`src/rtl/fir_tap_scheduler.sv`:
```
// Purpose : time-multiplexed FIR sequencer; one multiply-accumulate walks all taps, one per clock.
// Latency : sample accepted at edge T0, result registered at edge T0+LENGTH; next accept at T0+LENGTH+2.
// Backpr. : in_ready only in IDLE (upstream holds the sample); result held in DONE until out_ready.
//
// Ports:
//   clock_s, reset              - system clock, asynchronous active-high reset
//   in / in_valid / in_ready    - unsigned sample input, valid/ready handshake
//   out / out_valid / out_ready - registered filtered result, valid/ready handshake
//   cfg_we / cfg_addr / cfg_data - coefficient write port, honoured only in IDLE
//   busy                        - high while a transaction is in MAC or DONE
module fir_tap_scheduler #(
  parameter int N      = 12,
  parameter int LENGTH = 19,
  parameter int IDX_W  = 5
) (
  input  logic             clock_s,
  input  logic             reset,
  input  logic [N:0]       in,
  input  logic             in_valid,
  output logic             in_ready,
  output logic [N:0]       out,
  output logic             out_valid,
  input  logic             out_ready,
  input  logic             cfg_we,
  input  logic [IDX_W-1:0] cfg_addr,
  input  logic [N-1:0]     cfg_data,
  output logic             busy
);

  localparam logic [IDX_W-1:0] LEN_IDX  = IDX_W'(LENGTH);
  localparam logic [IDX_W-1:0] LAST_TAP = IDX_W'(LENGTH - 1);

  typedef enum logic [1:0] {
    S_IDLE,
    S_MAC,
    S_DONE
  } state_t;

  state_t           state_q, state_d;
  logic [N:0]       hist_q [LENGTH];
  logic [N:0]       hist_d [LENGTH];
  logic [N-1:0]     coef_q [LENGTH];
  logic [N-1:0]     coef_d [LENGTH];
  logic [IDX_W-1:0] wp_q, wp_d;
  logic [IDX_W-1:0] base_q, base_d;
  logic [IDX_W-1:0] tap_q, tap_d;
  logic [N:0]       acc_q, acc_d;
  logic [N:0]       out_q, out_d;
  logic             out_valid_q, out_valid_d;

  // Tap datapath
  logic [IDX_W-1:0] rd_idx;
  logic [N-1:0]     tap_coef;
  logic [N:0]       tap_sample;
  logic [N:0]       prod_lo;
  logic [N:0]       acc_next;
  logic [IDX_W-1:0] wp_inc;
  logic             cfg_hit;

  assign in_ready  = (state_q == S_IDLE);
  assign busy      = (state_q != S_IDLE);
  assign out       = out_q;
  assign out_valid = out_valid_q;

  // History slot for the current tap: (base - tap) mod LENGTH. Both operands are
  // already in 0..LENGTH-1, so a single conditional wrap is enough.
  always_comb begin
    rd_idx = '0;
    if (tap_q <= base_q) begin
      rd_idx = base_q - tap_q;
    end else begin
      rd_idx = base_q + (LEN_IDX - tap_q);
    end
  end

  // Explicit read muxes keep every select inside the populated range.
  always_comb begin
    tap_coef   = '0;
    tap_sample = '0;
    for (int i = 0; i < LENGTH; i++) begin
      if (tap_q == IDX_W'(i)) begin
        tap_coef = coef_q[i];
      end
      if (rd_idx == IDX_W'(i)) begin
        tap_sample = hist_q[i];
      end
    end
  end

  // The accumulator wraps modulo 2^(N+1), and the low N+1 bits of a product depend
  // only on the low N+1 bits of its operands, so this narrow multiply yields exactly
  // the low bits of the full-width product; the discarded high bits could never
  // reach the result.
  assign prod_lo  = {1'b0, tap_coef} * tap_sample;
  assign acc_next = acc_q + prod_lo;

  assign wp_inc  = (wp_q == LAST_TAP) ? '0 : wp_q + IDX_W'(1);
  assign cfg_hit = cfg_we && (cfg_addr < LEN_IDX);

  always_comb begin
    state_d     = state_q;
    hist_d      = hist_q;
    coef_d      = coef_q;
    wp_d        = wp_q;
    base_d      = base_q;
    tap_d       = tap_q;
    acc_d       = acc_q;
    out_d       = out_q;
    out_valid_d = out_valid_q;

    case (state_q)
      S_IDLE: begin
        // A coefficient written in the same cycle a sample is accepted lands in
        // the bank at that edge, so the new sample's MAC pass already sees it.
        if (cfg_hit) begin
          for (int i = 0; i < LENGTH; i++) begin
            if (cfg_addr == IDX_W'(i)) begin
              coef_d[i] = cfg_data;
            end
          end
        end
        if (in_valid) begin
          for (int i = 0; i < LENGTH; i++) begin
            if (wp_q == IDX_W'(i)) begin
              hist_d[i] = in;
            end
          end
          base_d  = wp_q;
          wp_d    = wp_inc;
          acc_d   = '0;
          tap_d   = '0;
          state_d = S_MAC;
        end
      end

      S_MAC: begin
        acc_d = acc_next;
        if (tap_q == LAST_TAP) begin
          out_d       = acc_next;
          out_valid_d = 1'b1;
          tap_d       = '0;
          state_d     = S_DONE;
        end else begin
          tap_d = tap_q + IDX_W'(1);
        end
      end

      S_DONE: begin
        if (out_ready) begin
          out_valid_d = 1'b0;
          state_d     = S_IDLE;
        end
      end

      default: begin
        state_d = S_IDLE;
      end
    endcase
  end

  always_ff @(posedge clock_s or posedge reset) begin
    if (reset) begin
      state_q     <= S_IDLE;
      wp_q        <= '0;
      base_q      <= '0;
      tap_q       <= '0;
      acc_q       <= '0;
      out_q       <= '0;
      out_valid_q <= 1'b0;
      for (int i = 0; i < LENGTH; i++) begin
        hist_q[i] <= '0;
        coef_q[i] <= '0;
      end
    end else begin
      state_q     <= state_d;
      wp_q        <= wp_d;
      base_q      <= base_d;
      tap_q       <= tap_d;
      acc_q       <= acc_d;
      out_q       <= out_d;
      out_valid_q <= out_valid_d;
      hist_q      <= hist_d;
      coef_q      <= coef_d;
    end
  end

endmodule

```
`config.mk`:
```
export PLATFORM = sky130hd
export DESIGN_NAME = fir_tap_scheduler
export DESIGN_NICKNAME = d
export VERILOG_FILES = /design/src/rtl/fir_tap_scheduler.sv
export SDC_FILE = /design/constraint.sdc
export NUM_CORES = 1
export LEC_CHECK = 0
export CORE_MARGIN = 4
export CORE_UTILIZATION = 40
export DETAILED_ROUTE_END_ITERATION = 8
export PLACE_DENSITY = 0.63
export SYNTH_ARGS = -nofsm -noshare
export SYNTH_HDL_FRONTEND = slang
export SYNTH_SLANG_ARGS = --single-unit
export TNS_END_PERCENT = 50
```
`constraint.sdc`:
```
create_clock -name clock_s -period 19.9 [get_ports clock_s]
set_input_delay 2.985 -clock clock_s [delete_from_list [all_inputs] [get_ports clock_s]]
set_output_delay 2.985 -clock clock_s [all_outputs]
set_load 0.05 [all_outputs]
```
==> results by group <==
Placement
  – Placement Setup Slack: about 9.5 ns
  – Routability Congestion: between 0.9 and 1
  – I/O Buffers: 50
  – Post-DP HPWL: ~60000 um
  – Placement Cell Area: a little under 30000 um^2

Drt
  – DR iter-0 viols: about 1900
  – # DRC: 0
  – Via density: between 5 and 6
  – Final WL: 86170 um
  – DR WL/cell: roughly 24 um
  – Via count: approximately 21000
  – Antenna-violating nets left: 0
  – First-pass DRT Iterations: 6

Clock network
  – Post-CTS Setup Inserts: 0
  – Clock Pin Slew Worst Setup and Hold Paths: roughly 0.06 ns
  – CTS sink count: between 500 and 600
  – Worst-Skew Late Latency: 0.63 ns
  – CTS Hold Bufs: 0
  – Cts repair resizes: 0
  – Root buf cell: clkbuf_16
  – CTS H-tree lvls: 2
  – Longest Clk Path Bufs: 3
  – CTS tree: built
  – CTS buffer count: between 50 and 60

Yosys
  – Yosys reg bits: roughly 520
  – Seq/Total Area, Yosys: 45.78%
  – Mapped Nets: around 2700
  – Warnings from Yosys: 0
  – EDFF count, synth: 0
  – Asr flop ratio synth: 100.0%
  – Post-synth top flop: dfrtp_1
  – Synth Cell Area: 28370 um^2
  – Syn Area/Cell: approximately 11 um^2
  – Synth Instances: around 2600
  – Synth cell types: slightly below 90

Global routing
  – Tot GR Track Use: 22.79%
  – Largest net degree at the start of global routing: approximately 180
  – Via count of the first global-routing pass: approximately 21000
  – Grt total ovfl: 0
  – Initial antenna violation count: 2
  – First-pass GRT wire length: between 100000 and 150000 um

Finish
  – Layout area overhead: 11.79%
  – Fin nets: ~2700
  – Antenna Cells: 0
  – Finished Cell Area: approximately 32000 um^2
  – Most common cell after layout, fill and taps aside: dfrtp_1
  – Fillers: ~6500
  – Share of layout cells above drive strength 1: a little over a quarter
  – Most frequent cells in the layout: dfrtp_1 (519), mux2_2 (484), nand2_1 (168)

Critical path
  – Req. time, crit path: just over 20 ns
  – Reg2reg start: tap_q[4]
  – Worst Setup SP: tap_q[4]
  – Worst endpoint data arrival time: around 11 ns
  – Crit path max-delay cell type: dfrtp_1
  – Critical path class: reg2reg
  – Worst Setup Start Kind: flip-flop
  – Crit-path max FO: 28
  – Crit-path max cell delay: approximately 0.95 ns
  – CP endpoint kind: flip-flop

Run status
  – Status: complete, no violations

STA
  – Actual slew at the worst max-slew pin: around 1.1 ns
  – Pins Over Slew Limit: 0
  – Final setup vio count: 0
  – Setup ws final: approximately 9.4 ns
  – Relative slew slack: between 20% and 30%
  – Crit share post-route: a little over half
  – Clk_skew: between 0.015 and 0.02 ns
  – Final min period: around 11 ns
  – Final Hold Viols: 0
  – Post-route setup TNS: 0 ns
  – Achievable clock frequency: approximately 95 MHz
  – Unrepaired setup endpoints after global routing: no
  – Worst hold slack: between 0.4 and 0.5 ns

Hold path
  – Hold Startpoint: out[7]
  – Hold Crit Class: reg2reg

Die
  – Ports: roughly 50
  – Die Y: around 270 um
  – Die area: around 75000 um^2
  – Row cnt: 97
  – Die Wd: 274.3 um
  – Starting Density: 40.44%
  – Core ar.: roughly 70000 um^2

Run
  – Number of max-cap violations: 0
## registers in the layout, indices dropped and copies added, names as in the netlist
register and cells:
wp_q 5, state_q 2, tap_q 5, out_valid 1, base_q 5, acc_q 13, hist_q 247, coef_q 228
out 13
## metal layers
layer | wire [um] | track usage [%] | part of all wire (%)
met1 | 37970 | 32.28 | 44
met2 | 39510 | 35.81 | 46
met3 | 6205 | 4.191 | 7.2
met4 | 2471 | 6.691 | 2.9
met5 | 16 | 0 | 0.019
## Yosys cell counts (5+ instances only)
cell type	instances	area share [%]
and3_1	12	0.26
ha_1	55	2.4
a22oi_1	27	0.71
a221oi_1	28	0.86
nand4_1	7	0.15
nor4_1	11	0.24
nor3_1	36	0.64
o21a_1	7	0.19
a211o_1	6	0.19
nor3b_1	5	0.13
and2_1	8	0.18
o221ai_1	17	0.52
a211oi_1	6	0.16
nor2_1	131	1.7
xor2_1	8	0.25
dfrtp_1	519	46
a21o_1	9	0.24
buf_6	5	0.20
clkbuf_1	118	1.6
nand3_1	45	0.79
o21ai_0	115	2.0
nand2b_1	17	0.37
a2111oi_0	9	0.28
nand2_1	168	2.2
a31oi_1	18	0.40
a221o_1	13	0.46
nor2b_1	36	0.79
a21oi_1	108	1.9
buf_1	53	0.70
a222oi_1	14	0.49
mux2_2	484	19
o211ai_1	21	0.56
mux2i_1	11	0.39
o21ai_1	9	0.16
fa_1	63	4.4
nand3b_1	14	0.37
a22o_1	9	0.28
or2_2	30	0.66
o22ai_1	36	0.79
xnor2_1	27	0.83
buf_2	12	0.21
inv_1	137	1.8
o31ai_1	9	0.24
## worst paths after layout
path | end | slack [ns] | cells past startpoint
setup / recovery | out[12] | 9.35 | 32
hold / removal | out[7] | 0.49 | 2
setup reg to reg | out[12] | 9.35 | 32
hold reg to reg | out[7] | 0.49 | 2
max in group asynchronous | coef_q[104] | 14.53 | 4
min in group asynchronous | hist_q[25] | 3.00 | 2
## stage by stage
stage          std cells  utilization, %
6_report            3524           45.21
5_1_grt             3524           45.21
4_1_cts             3524           45.21
3_5_place_dp        3420           42.41
3_3_place_gp        3420           42.41
2_1_floorplan       2565               -
## cell families (layout without fill, tap and decap cells)
family / after synthesis / in the layout / share of synthesized area (%)
AO/OA/AOI/OAI: 517 / 517 / 12.41
XOR/XNOR: 39 / 39 / 1.376
adder cells (fa/ha/maj): 118 / 118 / 6.872
buffers and inverters: 327 / 346 / 4.512
flip-flops: 519 / 519 / 45.78
multiplexers: 496 / 496 / 19.64
AND/OR/NAND/NOR: 549 / 549 / 9.408
## critical path, delay by kind of cell (launching register included)
family                     cells  cell delay (ns)
AOI/OAI and AO/OA              9             2.29
xor gates and xnor gates       4             1.12
adders and majority gates      7             3.22
buffers and inverters          6             0.94
DFF                            1             0.95
muxes                          2             0.97
and+or+nand+nor                4             0.92
## area by class of cell
| type | instances | area (um^2) | area share, % |
|---|---|---|---|
| clock buffers | 74 | 1592 | 5.019 |
| clock inverters | 30 | 369.1 | 1.164 |
| inverters | 139 | 529.3 | 1.669 |
| multi-input cells | 1719 | 14150 | 44.61 |
| flip-flops and latches | 519 | 12990 | 40.95 |
| well taps | 940 | 1176 | 3.709 |
| repair buffers | 103 | 910.9 | 2.872 |
Power is not shown: default switching activity piles up to over one toggle a cycle in this logic, so the estimate is an artifact.
